===== config.mk =====
export PLATFORM = sky130hd
export DESIGN_NAME = pq_auto_tester_flat
export DESIGN_NICKNAME = d
export VERILOG_FILES = /design/src/rtl/pq_pkg.sv /design/src/rtl/pq_auto_tester_if.sv /design/src/rtl/pq_lfsr.sv /design/src/rtl/pq_auto_tester.sv /design/src/flat_wrapper.sv
export SDC_FILE = /design/constraint.sdc
export NUM_CORES = 1
export LEC_CHECK = 0
export CAP_MARGIN = 20
export CORE_MARGIN = 1.5
export CORE_UTILIZATION = 51
export DETAILED_ROUTE_END_ITERATION = 8
export PLACE_DENSITY = 0.82
export SYNTH_ARGS = -nofsm -noshare
export SYNTH_HDL_FRONTEND = slang
export SYNTH_SLANG_ARGS = --single-unit

===== constraint.sdc =====
create_clock -name clk -period 2.6 [get_ports clk]
set_input_delay 0.52 -clock clk [delete_from_list [all_inputs] [get_ports clk]]
set_output_delay 0.52 -clock clk [all_outputs]
set_load 0.01 [all_outputs]

===== src/rtl/pq_pkg.sv =====
// Shared types and constants for the priority-queue auto tester.
// Holds the tester state encoding, kv packing helper and LFSR tap table.
package pq_pkg;

  localparam int KW_DEF = 4;
  localparam int VW_DEF = 4;

  typedef enum logic [2:0] {
    IDLE  = 3'd0,
    FILL  = 3'd1,
    MIX   = 3'd2,
    DRAIN = 3'd3,
    DONE  = 3'd4
  } tester_state_t;

  // Right-shift Galois masks giving maximal-length sequences
  function automatic logic [31:0] lfsr_taps(input int w);
    logic [31:0] t;
    unique case (w)
      3:       t = 32'h0000_0006;
      4:       t = 32'h0000_000C;
      5:       t = 32'h0000_0014;
      6:       t = 32'h0000_0030;
      7:       t = 32'h0000_0060;
      8:       t = 32'h0000_00B8;
      9:       t = 32'h0000_0110;
      10:      t = 32'h0000_0240;
      11:      t = 32'h0000_0500;
      12:      t = 32'h0000_0E08;
      13:      t = 32'h0000_1C80;
      14:      t = 32'h0000_3802;
      15:      t = 32'h0000_6000;
      16:      t = 32'h0000_B400;
      default: t = 32'h0000_00B8;
    endcase
    return t;
  endfunction

  function automatic logic [31:0] kv_pack(
    input logic [31:0] k,
    input logic [31:0] v,
    input int          vw
  );
    return (k << vw) | v;
  endfunction

endpackage


===== src/rtl/pq_auto_tester_if.sv =====
// Tester <-> priority-queue bus: strobes, entry in/out and queue status.
// master = tester side, slave = queue side.
interface pq_auto_tester_if
  import pq_pkg::*;
#(
  parameter int KW = KW_DEF,
  parameter int VW = VW_DEF
) ();

  logic              pq_full;
  logic              pq_empty;
  logic              pq_busy;
  logic [KW+VW-1:0]  pq_kvo;
  logic              pq_enq;
  logic              pq_deq;
  logic [KW+VW-1:0]  pq_kvi;

  modport master (
    input  pq_full, pq_empty, pq_busy, pq_kvo,
    output pq_enq, pq_deq, pq_kvi
  );

  modport slave (
    output pq_full, pq_empty, pq_busy, pq_kvo,
    input  pq_enq, pq_deq, pq_kvi
  );

endinterface


===== src/rtl/pq_lfsr.sv =====
// Galois LFSR key/value generator; steps once per enb.
// Taps come from the shared table so any supported width is maximal.
module pq_lfsr
  import pq_pkg::*;
#(
  parameter int           W    = 8,
  parameter logic [W-1:0] SEED = '1
) (
  input  logic         clk,
  input  logic         rst,
  input  logic         enb,
  output logic [W-1:0] q
);

  localparam logic [W-1:0] TAPS = W'(lfsr_taps(W));

  logic [W-1:0] q_q;
  logic [W-1:0] q_d;

  always_comb begin
    q_d = q_q;
    if (enb) begin
      q_d = q_q[0] ? ((q_q >> 1) ^ TAPS) : (q_q >> 1);
    end
  end

  always_ff @(posedge clk or negedge rst) begin
    if (!rst) q_q <= SEED;
    else      q_q <= q_d;
  end

  assign q = q_q;

endmodule


===== src/rtl/pq_auto_tester.sv =====
// Self-checking traffic generator/checker for a min-priority queue.
// Define AUTO_PQ_LOOP_EN to restart passing runs automatically.
module pq_auto_tester
  import pq_pkg::*;
#(
  parameter int                KW      = KW_DEF,
  parameter int                VW      = VW_DEF,
  parameter int                N_ITEMS = 8,
  parameter int                LFSR_W  = 8,
  parameter logic [LFSR_W-1:0] SEED    = 8'hA5
) (
  input  logic                 clk,
  input  logic                 rst,
  input  logic                 start,
  input  logic                 mode,
  pq_auto_tester_if.master     pq,
  output logic [KW+VW-1:0]     last_kv,
  output logic [7:0]           err_count,
  output logic [2:0]           state_o,
  output logic                 done,
  output logic                 pass
);

  localparam int KVW = KW + VW;
  localparam int CW  = $clog2(N_ITEMS + 1);
  localparam logic [CW-1:0] N_C = CW'(N_ITEMS);

  tester_state_t state_q, state_d;
  logic          mode_q, mode_d;
  logic          start_q;
  logic [CW-1:0] enq_cnt_q, enq_cnt_d;
  logic [CW-1:0] deq_cnt_q, deq_cnt_d;
  logic [7:0]    err_q, err_d;
  logic [KW-1:0] prev_key_q, prev_key_d;
  logic          has_prev_q, has_prev_d;
  logic          hold_q, hold_d;
  logic [KVW-1:0] last_kv_q, last_kv_d;
`ifdef AUTO_PQ_LOOP_EN
  logic          loop_q, loop_d;
`endif

  logic [LFSR_W-1:0] lfsr_q;
  logic              enq;
  logic              deq;
  logic              err_inc;
  logic              launch;
  logic              launch_mode;
  logic              slot;
  logic              start_rise;
  logic [KW-1:0]     kvo_key;

  pq_lfsr #(
    .W    (LFSR_W),
    .SEED (SEED)
  ) u_lfsr (
    .clk (clk),
    .rst (rst),
    .enb (enq),
    .q   (lfsr_q)
  );

  // A strobe is always followed by one dead cycle, then busy must clear
  assign slot       = !hold_q && !pq.pq_busy;
  assign start_rise = start && !start_q;
  assign kvo_key    = pq.pq_kvo[KVW-1 -: KW];

  always_comb begin
    state_d     = state_q;
    mode_d      = mode_q;
    enq_cnt_d   = enq_cnt_q;
    deq_cnt_d   = deq_cnt_q;
    err_d       = err_q;
    prev_key_d  = prev_key_q;
    has_prev_d  = has_prev_q;
    last_kv_d   = last_kv_q;
`ifdef AUTO_PQ_LOOP_EN
    loop_d      = loop_q;
`endif
    enq         = 1'b0;
    deq         = 1'b0;
    err_inc     = 1'b0;
    launch      = 1'b0;
    launch_mode = mode;

    unique case (state_q)
      IDLE: begin
        launch = start_rise;
      end
      FILL: begin
        if (enq_cnt_q == N_C) begin
          state_d = DRAIN;
        end else if (slot) begin
          if (pq.pq_full) begin
            err_inc = 1'b1;
            state_d = DRAIN;
          end else begin
            enq = 1'b1;
          end
        end
      end
      MIX: begin
        if (enq_cnt_q == N_C) begin
          state_d = DRAIN;
        end else if (slot) begin
          if (pq.pq_empty) begin
            enq     = 1'b1;
            err_inc = deq_cnt_q < enq_cnt_q;
          end else if (pq.pq_full || !lfsr_q[0]) begin
            deq = 1'b1;
          end else begin
            enq = 1'b1;
          end
        end
      end
      DRAIN: begin
        if (slot) begin
          if (pq.pq_empty) begin
            err_inc = deq_cnt_q != enq_cnt_q;
            state_d = DONE;
          end else if (deq_cnt_q == enq_cnt_q) begin
            err_inc = 1'b1;
            state_d = DONE;
          end else begin
            deq = 1'b1;
          end
        end
      end
      DONE: begin
`ifdef AUTO_PQ_LOOP_EN
        if (start_rise) begin
          launch = 1'b1;
        end else if (err_q == 8'd0) begin
          if (loop_q) begin
            launch      = 1'b1;
            launch_mode = mode_q;
          end else begin
            loop_d = 1'b1;
          end
        end
`else
        launch = start_rise;
`endif
      end
      default: state_d = IDLE;
    endcase

    if (enq) enq_cnt_d = enq_cnt_q + 1'b1;

    // Ordering only spans a contiguous non-empty window
    if (deq) begin
      deq_cnt_d  = deq_cnt_q + 1'b1;
      last_kv_d  = pq.pq_kvo;
      prev_key_d = kvo_key;
      has_prev_d = 1'b1;
      if (has_prev_q && (kvo_key < prev_key_q)) err_inc = 1'b1;
    end else if (pq.pq_empty) begin
      has_prev_d = 1'b0;
    end

    if (err_inc && (err_q != 8'hFF)) err_d = err_q + 8'd1;

    if (launch) begin
      mode_d     = launch_mode;
      state_d    = launch_mode ? MIX : FILL;
      enq_cnt_d  = '0;
      deq_cnt_d  = '0;
      err_d      = 8'd0;
      prev_key_d = '0;
      has_prev_d = 1'b0;
`ifdef AUTO_PQ_LOOP_EN
      loop_d     = 1'b0;
`endif
    end

    hold_d = enq | deq;
  end

  always_ff @(posedge clk or negedge rst) begin
    if (!rst) begin
      state_q    <= IDLE;
      mode_q     <= 1'b0;
      start_q    <= 1'b0;
      enq_cnt_q  <= '0;
      deq_cnt_q  <= '0;
      err_q      <= 8'd0;
      prev_key_q <= '0;
      has_prev_q <= 1'b0;
      hold_q     <= 1'b0;
      last_kv_q  <= '0;
`ifdef AUTO_PQ_LOOP_EN
      loop_q     <= 1'b0;
`endif
    end else begin
      state_q    <= state_d;
      mode_q     <= mode_d;
      start_q    <= start;
      enq_cnt_q  <= enq_cnt_d;
      deq_cnt_q  <= deq_cnt_d;
      err_q      <= err_d;
      prev_key_q <= prev_key_d;
      has_prev_q <= has_prev_d;
      hold_q     <= hold_d;
      last_kv_q  <= last_kv_d;
`ifdef AUTO_PQ_LOOP_EN
      loop_q     <= loop_d;
`endif
    end
  end

  assign pq.pq_enq = enq;
  assign pq.pq_deq = deq;
  assign pq.pq_kvi = KVW'(kv_pack(32'(lfsr_q[KW-1:0]),
                                  32'(lfsr_q[LFSR_W-1 -: VW]), VW));
  assign last_kv   = last_kv_q;
  assign err_count = err_q;
  assign state_o   = state_q;
  assign done      = state_q == DONE;
  assign pass      = (state_q == DONE) && (err_q == 8'd0);

endmodule


===== src/flat_wrapper.sv =====
// flat-port wrapper written by rule: the top's interface ports become plain ports
module pq_auto_tester_flat import pq_pkg::*;
#(
  parameter int                KW      = KW_DEF,
  parameter int                VW      = VW_DEF,
  parameter int                N_ITEMS = 8,
  parameter int                LFSR_W  = 8,
  parameter logic [LFSR_W-1:0] SEED    = 8'hA5
)
  (clk, rst, start, mode, last_kv, err_count, state_o, done, pass, pq_pq_full, pq_pq_empty, pq_pq_busy, pq_pq_kvo, pq_pq_enq, pq_pq_deq, pq_pq_kvi);
  pq_auto_tester_if #(.KW(KW), .VW(VW)) pq_i ();
  input  logic clk;
  input  logic rst;
  input  logic start;
  input  logic mode;
  output logic [KW+VW-1:0] last_kv;
  output logic [7:0] err_count;
  output logic [2:0] state_o;
  output logic done;
  output logic pass;
  input wire logic [$bits(pq_i.pq_full)-1:0] pq_pq_full;
  input wire logic [$bits(pq_i.pq_empty)-1:0] pq_pq_empty;
  input wire logic [$bits(pq_i.pq_busy)-1:0] pq_pq_busy;
  input wire logic [$bits(pq_i.pq_kvo)-1:0] pq_pq_kvo;
  output wire logic [$bits(pq_i.pq_enq)-1:0] pq_pq_enq;
  output wire logic [$bits(pq_i.pq_deq)-1:0] pq_pq_deq;
  output wire logic [$bits(pq_i.pq_kvi)-1:0] pq_pq_kvi;
  assign pq_i.pq_full = pq_pq_full;
  assign pq_i.pq_empty = pq_pq_empty;
  assign pq_i.pq_busy = pq_pq_busy;
  assign pq_i.pq_kvo = pq_pq_kvo;
  assign pq_pq_enq = pq_i.pq_enq;
  assign pq_pq_deq = pq_i.pq_deq;
  assign pq_pq_kvi = pq_i.pq_kvi;
  pq_auto_tester #(.KW(KW), .VW(VW), .N_ITEMS(N_ITEMS), .LFSR_W(LFSR_W), .SEED(SEED)) u_core (.clk(clk), .rst(rst), .start(start), .mode(mode), .pq(pq_i), .last_kv(last_kv), .err_count(err_count), .state_o(state_o), .done(done), .pass(pass));
endmodule

== After elaboration in Yosys (flattened, before gate mapping) ==
Index checks and enable logic that the tools add are counted.

* Add/subtract/negate cells: 3
* Multipliers: 0
* Divide/modulo/power cells: 0
* Order comparisons: 2
* Equality and inequality tests: 14
* Shift-type cells: 0
* Muxes and demuxes: 51
* Bitwise logic cells: 3
* Reductions and logical operators: 18

{| class="wikitable"
|+ Operators with widths
! operator !! count
|-
| 1-bit 2-to-1 mux || 29
|-
| 3-bit 2-to-1 mux || 8
|-
| 4-bit 2-to-1 mux || 6
|-
| 8-bit 2-to-1 mux || 3
|-
| 3-bit one-hot mux with 4 select lines || 1
|-
| 4-bit by 1-bit adder with 4-bit output, second input constant || 2
|-
| 8-bit by 1-bit adder with 8-bit output, second input constant || 1
|-
| 8-bit zero test || 1
|-
| 4-bit less-than comparator || 2
|-
| 4-bit by 2-bit != test with 1-bit output, second input constant || 2
|-
| 8-bit != test, second input constant || 1
|-
| 8-bit by 4-bit bitwise OR with 8-bit output || 1
|-
| 3-bit by 2-bit == test with 1-bit output, second input constant || 2
|-
| 3-bit by 1-bit != test with 1-bit output, second input constant || 2
|-
| 6-bit AND reduction || 1
|-
| 2-bit nonzero test || 3
|-
| 1-bit logical AND || 5
|-
| 4-bit == test || 1
|-
| 4-bit == test, second input constant || 1
|-
| 1-bit zero test || 4
|-
| 4-bit by 1-bit != test with 1-bit output, second input constant || 1
|-
| 4-bit != test || 1
|-
| 3-bit inverter with 4-bit output || 1
|-
| 1-bit one-hot mux with 2 select lines || 2
|-
| 10 further kinds || 10
|}

* Bits in registers: 42
* Latch bits: 0
* RAM bits: 0
* Memory bits (read-only): 0
* Input bits: 15
* Output and inout port bits: 31
* Word-level logic and storage cells: 101
* Memories kept: 0

== Logic depth before layout (Yosys ltp) ==
Gate-level depths: netlist (run 1).

* Depth in word-level cells: 11
* Mapped depth: 10
* Gate-level depth less buffers: 10

== Modules after synthesis ==
A second synthesis (run 1) with hierarchy kept.

* Cell total of the unflattened synthesis: 234
* Area total of the unflattened synthesis: 2235.9 µm²

{| class="wikitable"
|+ Modules (own cells, without submodules)
! module !! instances !! cells each !! area an instance (µm²) !! seq. area each (µm²)
|-
| pq_auto_tester || 1 || 211 || 1914.3 || 850.8
|-
| pq_lfsr || 1 || 23 || 321.6 || 205.2
|}

== Least setup slack after synthesis (run 1) ==
OpenSTA, ideal clock, no wires.

* Kind: flip-flop to flip-flop
* From: reg u_core.enq_cnt_q[3]
* To: reg u_core.err_q[1] (netlist: u_core.err_count[1])
* Library setup time: 0.125 ns
* Arrival: 2.146 ns
* Required time: 2.475 ns
* Setup slack: 0.329 ns
* Cell stages (with the launch flop): 11
* Buffers on the path: 1
* Clock period less this slack: 2.271 ns
* Cells stage by stage: dfrtp_1 -> inv_1 -> ha_1 -> nand4_1 -> ha_1 -> and3_1 -> a31oi_2 -> o311a_1 -> buf_6 -> nor2_1 -> mux2_2

* Cells in the longest elaborated chain, start to end: 9
* Elaborated cells between the ends (all ways): 21
* Those cells by class: order compare: 1; eq/ne: 3; mux: 15; reduce/logical: 2

{| class="wikitable"
|+ RTL lines
! item !! line !! source
|-
| from (decl) || pq_auto_tester.sv:31 || <nowiki>logic [CW-1:0] enq_cnt_q, enq_cnt_d;</nowiki>
|-
| from (signal assigned) || pq_auto_tester.sv:197 || <nowiki>enq_cnt_q <= enq_cnt_d;</nowiki>
|-
| 4-bit less-than comparator / 4-bit == test (equally long branches) || pq_auto_tester.sv:107, pq_auto_tester.sv:120 ||
|-
| 1-bit 2-to-1 mux, on equally long branches || pq_auto_tester.sv:105, pq_auto_tester.sv:120 ||
|-
| 1-bit 2-to-1 mux, on equally long branches || pq_auto_tester.sv:104, pq_auto_tester.sv:117 ||
|-
| 1-bit 2-to-1 mux, on equally long branches || pq_auto_tester.sv:102, pq_auto_tester.sv:116 ||
|-
| 1-bit one-hot mux with 3 select lines || pq_auto_tester.sv:85 || <nowiki>unique case (state_q)</nowiki>
|-
| 1-bit 2-to-1 mux || pq_auto_tester.sv:155 || <nowiki>if (has_prev_q && (kvo_key < prev_key_q)) err_inc = 1'b1;</nowiki>
|-
| 1-bit 2-to-1 mux (*) || pq_auto_tester.sv:150 || <nowiki>if (deq) begin</nowiki>
|-
| 1-bit logical AND (*) || pq_auto_tester.sv:160 || <nowiki>if (err_inc && (err_q != 8'hFF)) err_d = err_q + 8'd1;</nowiki>
|-
| 2-bit nonzero test (no source line) (*) || - ||
|-
| to (signal assigned) || pq_auto_tester.sv:199 || <nowiki>err_q <= err_d;</nowiki>
|-
| to (decl) || pq_auto_tester.sv:33 || <nowiki>logic [7:0] err_q, err_d;</nowiki>
|}

Every way passes the cells marked *; elsewhere a longest branch is shown, timed or not.
A chain may end at the register's enable or synchronous reset.

== Worst setup path after layout (run 1) ==
* From: reg u_core.enq_cnt_q[3]
* To: reg u_core.err_q[6] (netlist: u_core.err_count[6])

The elaborated chain is that of the path after synthesis.

==> run summary, run 1 <==
The final hold violation count is 0, and the final critical delay including setup and external delays is 2.61 ns. The logs give 0 for the number of antenna-violating nets in the routed design and 0.30 ns for the insertion delay of the later-clocked pin in the worst-skew pair. The top cell type by total area after synthesis is dfrtp_1. The tools report the maximum vdd drop as 0.529 mV. Class of the tightest hold or removal check: in -> async. The filler cells instantiated in the layout total 304. For the worst setup path, the data arrival time is 2.85 ns.

For the pin with the worst max-slew slack, the measured transition is 0.927 ns. The tools report the iteration count of the initial detailed-routing pass as 4. For the HPWL reported at the end of detailed placement, the log shows 3210 µm.

Walking the worst path, the cells encountered are inv_1 -> ha_4 -> nand4_1 -> ha_2 -> and3_4 -> a31oi_4 -> buf_4 -> o311a_4 -> buf_6 -> or4_4 -> nand2_1. By area the synthesized netlist is led by dfrtp_1 (43%), nand2_1 (7.9%), ha_1 (7.3%). For this run, the slowest stage of the critical path takes 0.47 ns. Entering global routing, the biggest net connects 43 pins. The number of nets handed over by synthesis was 257. The placeable core region is 4090 µm². For this design the top-level I/O count stands at 46. In this run the number of H-tree levels came out at 2. The number of endpoints failing setup at the final stage was 1; the total wire length was 5020 µm. For the hold-fix buffer count after cts, the log shows 0. 0 antenna diodes ended up in the layout. The run gives 4760 µm² as the area of the die.

Global routing used 21.6% of the available tracks. Clock buffer count from CTS: 5. The synthesized netlist occupies a cell area of 2220 µm². The slowest cell on the critical path is or4_4. The floorplan has 23 rows. The cell area power density works out to 940 nW/µm².

Number of enable-type register cells in the synthesized netlist: 0. The checks that failed: setup timing. For this run, the number of Yosys warnings is 0. The die is 69.0 µm wide.

STA classifies the critical path startpoint as a flip-flop. The die is 69.0 µm tall. The total of buffers placed on input and output ports was 45; the area fraction of the dominant cell type after synthesis was 42.8%. The run gives 0 as the number of max-slew violations in the final report.

No sink is reached through more buffers than the 2 on the longest clock path. The initial antenna violation count came out at 0. The kind of critical path is reg -> reg.

The routed layout has 1889 vias. Summed over all layers, the global routing overflow is 0. From synthesis to final layout, the design area changed by 35.4%.

Of all nets on the critical path, the largest fanout is 8. Routability-driven placement finished with a final weighted congestion of 0.792. Prior to clock tree synthesis, the placed netlist has a worst setup slack of -0.152 ns. The logs give 0 for the max-cap violation count and 0.0102 ns for the setup skew after layout.

The most common flop cell mapped by yosys is dfrtp_1. The DRC violations left is 0, and the setup TNS is -0.0146 ns. At the end of the flow, the number of nets in the layout was 322.

The final critical-path setup slack was -0.0146 ns; the synthesized area per cell was 9.69 µm². The cell at the root of the clock tree is clkbuf_8. For this run, the register share of the synthesized area comes to 47.6%. The number of global-route vias before repair is 1773. Measured against its own limit, the worst slew margin works out to 38.2%.

The share of flip-flops with an asynchronous set or reset after synthesis was 100%. STA puts the critical path data required time at 2.83 ns. Clock-pin slew was measured on the worst setup and hold paths at 0.09 ns. Part of the cycle the worst path needs: 101%. The tools report the category of the worst setup path capture point as a flip-flop. Counting every sink on the clock net gives 42.

The cell count after synthesis came out at 229. The startpoint identified for the worst register-to-register timing path is u_core.enq_cnt_q[3]$_DFFE_PN0P_. Dividing the detail-routed via count by the number of cells gives 5.48. The first-pass GRT wire length came out at 7530 µm. By count the netlist is led by nand2_1 (47), dfrtp_1 (38), nor2_1 (16), inv_1 (14), ha_1 (13). For this configuration, the core starts out at a cell density of 54.3%. The flow ran to the end, but the final reports show violations.

The post-synthesis register bit count works out to 42. Timing would allow up to 382 MHz. The most common cell in the synthesized netlist is nand2_1.

In this run the static leakage power is 0.00139 µW. The count of unique library cells instantiated by Yosys came out at 48. The detailed router's first-iteration violation count is 101. The post-route netlist has 19.7% of its cells at a drive strength greater than 1. The average wire per cell in the routed design works out to 14.6 µm. TritonCTS built the clock tree. The critical path starts at u_core.enq_cnt_q[3]$_DFFE_PN0P_.
-- stage by stage --
step                cell area, µm²  std cells  hold WS, ns  total power, µW  util (%)
global placement              2810        333        0.458             2240      68.8
global route                  3010        345        0.427             3050      73.5
floorplan                     2220        229        0.224             1750         -
detailed placement            2810        333        0.462             2280      68.8
finish                        3010        345        0.363             2820      73.5
CTS                           2930        341        0.379             2740      71.6
-- cell type report --
class	instances	area, µm²	area share, %
Tap cell	50	62.6	2.08
Inverter	16	61.3	2.04
Multi-Input combinational cell	163	1130	37.5
Timing Repair Buffer	66	603	20.1
Clock inverter	2	12.5	0.416
Sequential cell	42	1060	35.1
Clock buffer	6	82.6	2.75
-- final timing paths --
kind,to,slack [ns],cells past startpoint
worst max-delay path,u_core.err_count[6]$_DFFE_PN0P_,-0.01,11
worst min-delay path,u_core.hold_q$_DFF_PN0_,0.36,1
worst max register to register,u_core.err_count[6]$_DFFE_PN0P_,-0.01,11
worst min register to register,u_core.last_kv[3]$_DFFE_PN0P_,0.48,2
max in group asynchronous,u_core.err_count[6]$_DFFE_PN0P_,1.67,1
min in group clk,u_core.last_kv[3]$_DFFE_PN0P_,0.48,2
-- kinds of logic (layout without fill, tap and decap cells) --
kind of cell,count (synthesis),after routing,synth area share (%)
AOI/OAI and AO/OA,30,30,9.58
xor gates and xnor gates,10,10,3.95
adders and majority gates,13,13,7.33
buffers and inverters,24,90,4.74
DFF,42,42,47.6
muxes,9,9,4.40
and+or+nand+nor,101,101,22.4
-- registers in the layout, indices dropped and copies added (netlist names) --
register and cells:
u_core.has_prev_q 1, u_core.start_q 1, u_core.prev_key_q 4, u_core.deq_cnt_q 4
u_core.enq_cnt_q 4, u_core.err_count 8, u_core.state_o 3, u_core.hold_q 1
u_core.last_kv 8, u_core.u_lfsr.q 8
-- placed cells by master (no fill, tap or decap), types with 3 or more instances in the layout --
cell and instances:
dfstp_2 4, nor2_1 16, o21ai_0 7, xor2_1 3, and3_1 4, dfrtp_1 38
clkbuf_8 6, a21oi_1 3, inv_1 12, ha_4 3, o211ai_1 4, a211oi_1 3
nand2b_1 3, nand4_1 4, buf_4 20, clkdlybuf4s50_1 41, nand2_1 47, ha_1 9
xnor2_1 7, nand3_1 5, mux2_2 6, mux2i_1 3
-- power breakdown --
part           total (µW)  leakage (µW)  switching (µW)  internal [µW]
logic                1340      0.000808             645            697
registers            1040      0.000538             191            846
clock network         445     0.0000472             232            214
-- routing by layer --
layer	global-route usage, %	vias up	routed length, µm
met2	36.1	51	2480
met1	27.1	907	2230
li1	-	922	-
met3	5.03	9	225
met5	0	-	0
met4	8.09	0	85
-- what timing repair did --
| item | in CTS | in global routing |
|---|---|---|
| buffers inserted | 0 | 4 |
| setup endpoints to repair | 2 | 7 |
| pin swaps | 0 | 3 |
| gates resized for setup | 5 | 13 |
-- critical path, delay by kind of cell, from the launching register on --
family,cells,cell delay (ns)
simple gates,4,0.89
buf+inv,3,0.40
compound gates,2,0.42
fa+ha+maj,2,0.42
flops,1,0.40
No activity file was read; power rests on OpenSTA's default activity.
==> inputs of run 2 (changes only) <==
--- a/config.mk
+++ b/config.mk
@@ -6,9 +6,10 @@
 export NUM_CORES = 1
 export LEC_CHECK = 0
 export CAP_MARGIN = 20
-export CORE_MARGIN = 1.5
+export CORE_MARGIN = 3
 export CORE_UTILIZATION = 51
 export DETAILED_ROUTE_END_ITERATION = 8
+export GPL_ROUTABILITY_DRIVEN = 1
 export PLACE_DENSITY = 0.82
 export SYNTH_ARGS = -nofsm -noshare
 export SYNTH_HDL_FRONTEND = slang
==> run 2 against run 1 <==
The flow now finishes without violations. Sequential power is essentially flat. Non-clock buffer count stayed put. Largest power group unchanged. Register-to-register slack improved by 0.20 ns. Largest cell class unchanged. Final area down 1.5%. Setup slack improved by 0.14 ns.
==> run summary, run 2 (same netlist as run 1, synthesis figures left out) <==
The run finished with clean final reports. The detailed router's first-iteration violation count is 107 (was 101). The area of the die is 5180 µm² (was 4760 µm²). The max-cap violation count came out at 0 (unchanged). The total vias in the final route is 1880 (was 1889). The critical path buffer and inverter count came out at 5 (was 3).

Clock transition at the register clock pins on the worst setup and hold paths after CTS: 0.08 ns (was 0.09 ns). The slew at the pin closest to its max-slew limit is 0.933 ns (was 0.927 ns). The category of the worst setup path capture point is a primary output (was a flip-flop). The average wire per cell in the routed design was 14.7 µm (was 14.6 µm); the starting density of the core was 54.3% (unchanged).

The share of final-layout standard cells stronger than drive strength 1 came out at 17.6% (was 19.7%). The overall die height is 72.0 µm (was 69.0 µm). Cell class contributing the biggest share of worst-path delay: buffers and inverters (was simple AND/OR/NAND/NOR gates). The I/O pin total is 46 (unchanged). The slowest cell on the critical path is dfrtp_1 (was or4_4). For the clock net sink count, the log shows 42 (unchanged). Global-route usage over all layers: 20.6% (was 21.6%). The cell area power density was 932 nW/µm² (was 940 nW/µm²); the placeable core region was 4090 µm² (unchanged).

The final critical delay including setup and external delays came out at 2.48 ns (was 2.61 ns). Number of buffers between clock root and the deepest sink: 2 (unchanged). Cell row count: 23 (unchanged). The DRC violations left is 0 (unchanged), and the final hold violation count is 0 (unchanged). The HPWL reported at the end of detailed placement is 3480 µm (was 3210 µm), and the first-pass GRT wire length is 8490 µm (was 7530 µm). The placed instance area is 2830 µm² (was 2810 µm²). Setup repair after global routing left no endpoint under its margin. Commonest non-fill, non-tap cell in the layout: nand2_1 (unchanged). Maximum number of pins on one net before global-route repair: 43 (unchanged).

Signal arrival time at the worst endpoint: 1.96 ns (was 2.85 ns). Kind of critical path: reg -> out (was reg -> reg). The insertion delay of the later-clocked pin in the worst-skew pair was 0.29 ns (was 0.30 ns); the leakage power figure was 0.00138 µW (was 0.00139 µW). The run gives 37.8% (was 38.2%) as the relative max-transition margin. The depth of the worst register-to-register path was 11 (unchanged).

By instance count, the cell type seen most on the critical path is buf_4. For the maximum vdd drop, the log shows 0.641 mV (was 0.529 mV). The tools report the net count of the finished layout as 322 (unchanged).

The tools report the kind of start point of the critical path as a flip-flop (unchanged). The maximum clock rate is 404 MHz (was 382 MHz), and the die width is 72.0 µm (was 69.0 µm). The run gives 0.849 (was 0.792) as the routability-driven placement congestion ratio. The top fanout value on the critical path was 3 (was 8). Leading cell types in the layout, fill and taps excluded: nand2_1 (47), clkdlybuf4s50_1 (41), dfrtp_1 (37), buf_4 (20), nor2_1 (15) (was nand2_1 (47), clkdlybuf4s50_1 (41), dfrtp_1 (38), buf_4 (20), nor2_1 (16)).

The detail-routed via count per cell came out at 5.45 (was 5.48). For the setup skew after layout, the log shows 0.00467 ns (was 0.0102 ns). The final instance area is 2960 µm² (was 3010 µm²). The tools report the total global routing overflow as 0 (unchanged). The cell at the root of the clock tree was clkbuf_8 (unchanged). The run gives 0 (unchanged) as the number of antenna-violating nets in the routed design. TritonCTS built the clock tree.

The class of the tightest hold or removal check was in -> async (unchanged). The diode insertion count for antenna repair is 0 (unchanged). The relative area change from synthesis to final layout came out at 33.4% (was 35.4%). The initial antenna violation count came out at 0 (unchanged). The hold-fix buffer count after cts is 0 (unchanged), and the iteration count of the initial detailed-routing pass is 4 (unchanged).

The number of levels the H-tree was split into is 2 (unchanged). The total of buffers placed on input and output ports was 45 (unchanged); the number of max-slew violations in the final report was 0 (unchanged). The number of global-route vias before repair was 1885 (was 1773); the part of the cycle the worst path needs was 95.2% (was 101%).

For the total wire length, the log shows 5070 µm (was 5020 µm). The data required time of the critical path was 2.08 ns (was 2.83 ns); the total power draw was 2760 µW (was 2820 µW). The logs give 0 (was 1) for the number of endpoints failing setup at the final stage and 5 (unchanged) for the clock buffer count from CTS. The delay contributed by the slowest stage of the critical path was 0.36 ns (was 0.47 ns). Series of cell instances along the critical path: inv_1 -> buf_4 -> ha_1 -> nand3b_1 -> buf_4 -> o211ai_1 -> a211o_1 -> clkinv_1 -> dlygate4sd2_1 (was inv_1 -> ha_4 -> nand4_1 -> ha_2 -> and3_4 -> a31oi_4 -> buf_4 -> o311a_4 -> buf_6 -> or4_4 -> nand2_1). The total stage count of the critical path came out at 9 (was 11).
[run 2: cell types whose count changed in the layout (fill, tap and decap cells not counted), sizes merged]
cell / delta
dlymetal6s2s: -1
dlygate4sd2: +1
clkinv: +1
clkinvlp: -1
[run 2: area by class of cell]
cell class,instances,area (µm²)
Fill cell,306,1120
Multi-Input combinational cell,163,1090
Sequential cell,42,1060
Timing Repair Buffer,66,599
Clock buffer,6,72.6
Tap cell,50,62.6
Inverter,16,61.3
Clock inverter,2,13.8
[run 2: repair_timing]
item	CTS	global route
setup endpoints to repair	3	8
gates cloned	0	0
buffers inserted	1	1
resized for setup	9	5
pin swaps	3	3
[run 2: final timing paths]
| check | startpoint | to | slack, ns |
|---|---|---|---|
| max in group asynchronous | rst | u_core.state_o[0]$_DFFE_PN0P_ | 1.61 |
| min in group clk | u_core.last_kv[6]$_DFFE_PN0P_ | u_core.last_kv[6]$_DFFE_PN0P_ | 0.48 |
| max reg2reg | u_core.enq_cnt_q[1]$_DFFE_PN0P_ | u_core.err_count[5]$_DFFE_PN0P_ | 0.19 |
| min reg2reg | u_core.last_kv[6]$_DFFE_PN0P_ | u_core.last_kv[6]$_DFFE_PN0P_ | 0.48 |
| min | rst | u_core.err_count[2]$_DFFE_PN0P_ | 0.36 |
| max | u_core.enq_cnt_q[1]$_DFFE_PN0P_ | pq_pq_enq | 0.12 |
[run 2: power breakdown]
part	internal, µW	switching [µW]
Sequential	848	184
Combinational	676	635
Clock	190	228
Total	1710	1050
[run 2: routing by layer]
| metal | global-route usage (%) | wire length [µm] | up-vias |
|---|---|---|---|
| li1 | - | - | 912 |
| met1 | 27.2 | 2130 | 907 |
| met2 | 34.8 | 2600 | 52 |
| met3 | 3.60 | 271 | 9 |
| met4 | 6.05 | 70 | 0 |
| met5 | 0 | 0 | - |
[run 2: through the flow]
step	setup slack (ns)	TNS, ns	instances	utilization (%)	hold slack, ns
6_report	0.125	0	345	72.5	0.361
3_3_place_gp	-0.148	-0.509	335	69.1	0.460
5_1_grt	0.00371	0	345	72.5	0.430
4_1_cts	0.0342	0	344	72.2	0.401
2_1_floorplan	0.329	0	229	-	0.224
3_5_place_dp	-0.162	-0.862	335	69.1	0.462
[run 2: worst reg2reg max path: stages (launching register included)]
cell	delay (ns)
dfrtp_1	0.36
inv_1	0.07
buf_4	0.14
ha_1	0.16
nand3b_1	0.14
buf_4	0.13
and2_4	0.15
a31oi_4	0.11
buf_6	0.17
o311a_4	0.36
or3_1	0.37
a21oi_1	0.18
==> inputs of run 3 (changes only) <==
--- a/config.mk
+++ b/config.mk
@@ -11,6 +11,7 @@
 export DETAILED_ROUTE_END_ITERATION = 8
 export GPL_ROUTABILITY_DRIVEN = 1
 export PLACE_DENSITY = 0.82
+export SLEW_MARGIN = 20
 export SYNTH_ARGS = -nofsm -noshare
 export SYNTH_HDL_FRONTEND = slang
 export SYNTH_SLANG_ARGS = --single-unit
==> constraint.sdc (replaced) <==
create_clock -name clk -period 2.3 [get_ports clk]
set_input_delay 0.46 -clock clk [delete_from_list [all_inputs] [get_ports clk]]
set_output_delay 0.46 -clock clk [all_outputs]
set_load 0.01 [all_outputs]
==> run 3 against run 2 <==
The flow now finishes with violations (setup timing). Hold slack got worse by 0.24 ns. Clock power increased by 39%. Final area increased by 14%. Setup slack got worse by 0.25 ns. Non-clock buffer count increased by 32. Clock skew increased by 0.0021 ns. Clock-buffer cell count increased by 1. Sequential power increased by 11%. Critical path type unchanged. Critical endpoint is now pq_pq_deq.
==> run summary, run 3 (same netlist as run 1, synthesis figures left out) <==
Routability-driven placement congestion ratio: 0.808 (was 0.849). The tools report the number of antenna-violating nets in the routed design as 0 (unchanged). The average wire per cell in the routed design came out at 16.7 µm (was 14.7 µm). The run gives 7 (was 0) as the number of endpoints failing setup at the final stage. Cell at the root of the clock tree: clkbuf_8 (unchanged).

The tools report the max-cap violation count as 0 (unchanged). The leakage power figure came out at 0.00158 µW (was 0.00138 µW). Cell area power density: 1110 nW/µm² (was 932 nW/µm²). The maximum number of pins on one net before global-route repair came out at 43 (unchanged). The total global routing overflow was 0 (unchanged). The initial antenna violation count was 0 (unchanged).

The area used by multi-input combinational logic was 1220 µm² (was 1090 µm²); the net count of the finished layout was 354 (was 322). The top fanout value on the critical path came out at 2 (was 3). The kind of critical path was reg -> out (unchanged).

The category of the worst setup path capture point is a primary output (unchanged). The total area of sequential cells came out at 1060 µm² (about the same). Endpoint of the worst-slack reg-to-reg timing path: u_core.err_count[3]$_DFFE_PN0P_ (was u_core.err_count[5]$_DFFE_PN0P_).

The clock transition at the register clock pins on the worst setup and hold paths after CTS was 0.08 ns (about the same). Setup skew after layout: 0.00675 ns (was 0.00467 ns). The class of the tightest hold or removal check was in -> async (unchanged).

Leading cell types in the layout, fill and taps excluded: nand2_1 (47), buf_4 (46), clkdlybuf4s50_1 (41), dfrtp_1 (38), nor2_1 (14) (was nand2_1 (47), clkdlybuf4s50_1 (41), dfrtp_1 (37), buf_4 (20), nor2_1 (15)). The number of inserted filler cells in the final layout came out at 219 (was 306). The checks that failed: setup timing. The tools report the I/O pin total as 46 (unchanged).

The start of the worst register-to-register path was u_core.enq_cnt_q[0]$_DFFE_PN0P_ (was u_core.enq_cnt_q[1]$_DFFE_PN0P_). The run gives 69.2% (was 37.8%) as the relative max-transition margin. The first-pass GRT wire length is 9870 µm (was 8490 µm). Kind of start point of the critical path: a flip-flop (unchanged). The run gives 0 (unchanged) as the diode insertion count for antenna repair. The total of buffers placed on input and output ports came out at 45 (unchanged). The DRC violations left is 0 (unchanged). The flow ran to the end, but the final reports show violations. The detail-routed via count per cell is 5.47 (was 5.45). The hold-fix buffer count after cts was 0 (unchanged). Die width: 72.0 µm (unchanged).

The maximum vdd drop was 0.704 mV (was 0.641 mV). The worst path needs 2.43 ns of the cycle, external delays included. The overall die height was 72.0 µm (unchanged). The detailed router's first-iteration violation count is 127 (was 107), and the data required time of the critical path is 1.84 ns (was 2.08 ns). The final critical-path setup slack was -0.125 ns (was 0.125 ns).

The HPWL reported at the end of detailed placement was 3740 µm (was 3480 µm); the clock buffer count from CTS was 5 (unchanged). The count of placed standard cells including taps is 358 (was 335), and the slew at the pin closest to its max-slew limit is 0.461 ns (was 0.933 ns). Share of final-layout standard cells stronger than drive strength 1: 30.3% (was 17.6%). The total wire length came out at 6280 µm (was 5070 µm).

Setup repair after global routing could not meet its margin everywhere. The relative area change from synthesis to final layout works out to 52.3% (was 33.4%). The logs give 5180 µm² (unchanged) for the area of the die and 2150 (was 1885) for the number of global-route vias before repair. Depth of the worst register-to-register path: 10 (was 11). The logs give 2 (unchanged) for the number of levels the H-tree was split into and 24.5% (was 20.6%) for the global-route usage over all layers. The register-to-register path setup slack came out at -0.10 ns (was 0.19 ns). For the cell row count, the log shows 23 (unchanged). The final cell count without fillers was 377 (was 345). The signal arrival time at the worst endpoint came out at 1.97 ns (was 1.96 ns).

The tools report the number of buffers between clock root and the deepest sink as 2 (unchanged). The tools report the final hold violation count as 0 (unchanged). The total power draw is 3770 µW (was 2760 µW), and the total vias in the final route is 2062 (was 1880).

The starting density of the core came out at 54.3% (unchanged). Static timing analysis puts the maximum clock frequency at 412 MHz. The number of max-slew violations in the final report was 0 (unchanged); the clock net sink count was 42 (unchanged).

The iteration count of the initial detailed-routing pass is 4 (unchanged), and the placeable core region is 4090 µm² (unchanged). The commonest non-fill, non-tap cell in the layout was nand2_1 (unchanged). The run gives 0.29 ns (about the same) as the insertion delay of the later-clocked pin in the worst-skew pair.

TritonCTS built the clock tree. After layout, the worst path uses 105% of the clock period.
## run 3: changes by cell type in the layout (fill, tap and decap cells not counted), sizes merged
cell,previous run,this run
bufinv,0,1
buf,22,56
dlygate4sd2,2,1
clkinv,4,2
## run 3: repair_timing
action,4_1_cts,5_1_grt
pin swaps,13,12
resized for setup,32,19
buffers inserted,7,7
endpoints found under the setup margin,12,24
## run 3: per-layer routing
metal	share of wire, %	vias to the layer above	track usage (%)	routed length (µm)
met5	0	-	0	0
met4	3.1	0	11.1	192
met3	5.0	19	4.16	317
met2	51	81	42.3	3180
met1	41	988	30.2	2590
li1	-	974	-	-
## run 3: worst max path at each step
stage	from	endpoint	cells after the start
final	u_core.enq_cnt_q[0]$_DFFE_PN0P_	pq_pq_deq	9
after global routing	u_core.enq_cnt_q[0]$_DFFE_PN0P_	pq_pq_deq	7
after CTS	u_core.deq_cnt_q[3]$_DFFE_PN0P_	pq_pq_deq	7
after detailed placement	pq_pq_full	u_core.err_count[7]$_DFFE_PN0P_	9
after global placement	pq_pq_empty	pq_pq_deq	7
after floorplan	u_core.enq_cnt_q[3]$_DFFE_PN0P_	u_core.err_count[1]$_DFFE_PN0P_	10
## run 3: area by class of cell
| class | count | area share (%) |
|---|---|---|
| multi-input combinational | 163 | 36.0 |
| tap | 50 | 1.85 |
| inverter | 16 | 1.92 |
| clock buffer | 7 | 2.26 |
| clock inverter | 1 | 0.888 |
| sequential | 42 | 31.2 |
| timing repair buffer | 98 | 25.8 |
## run 3: critical path, stage by stage (launching register included)
cell	delay [ns]
dfrtp_1	0.41
buf_4	0.15
buf_6	0.11
inv_4	0.07
ha_4	0.14
nand3b_1	0.10
and2_2	0.21
a31oi_4	0.24
clkinv_2	0.09
buf_2	0.14
## run 3: report_power, final
group          total (µW)  switching [µW]  internal (µW)
sequential           1140             183            957
clock                 578             252            325
combinational        2050             956           1090
total                3770            1390           2380
## run 3: stage by stage
step	area (µm²)	utilization, %	setup WS [ns]	TNS, ns	hold WS [ns]
floorplan	2220	-	0.0294	0	0.164
detailed placement	3010	73.7	-0.400	-3.52	0.449
global placement	3010	73.7	-0.330	-2.94	0.452
CTS	3270	80.1	-0.108	-0.134	0.132
global route	3380	82.7	-0.207	-1.24	0.140
finish	3380	82.7	-0.125	-0.372	0.123
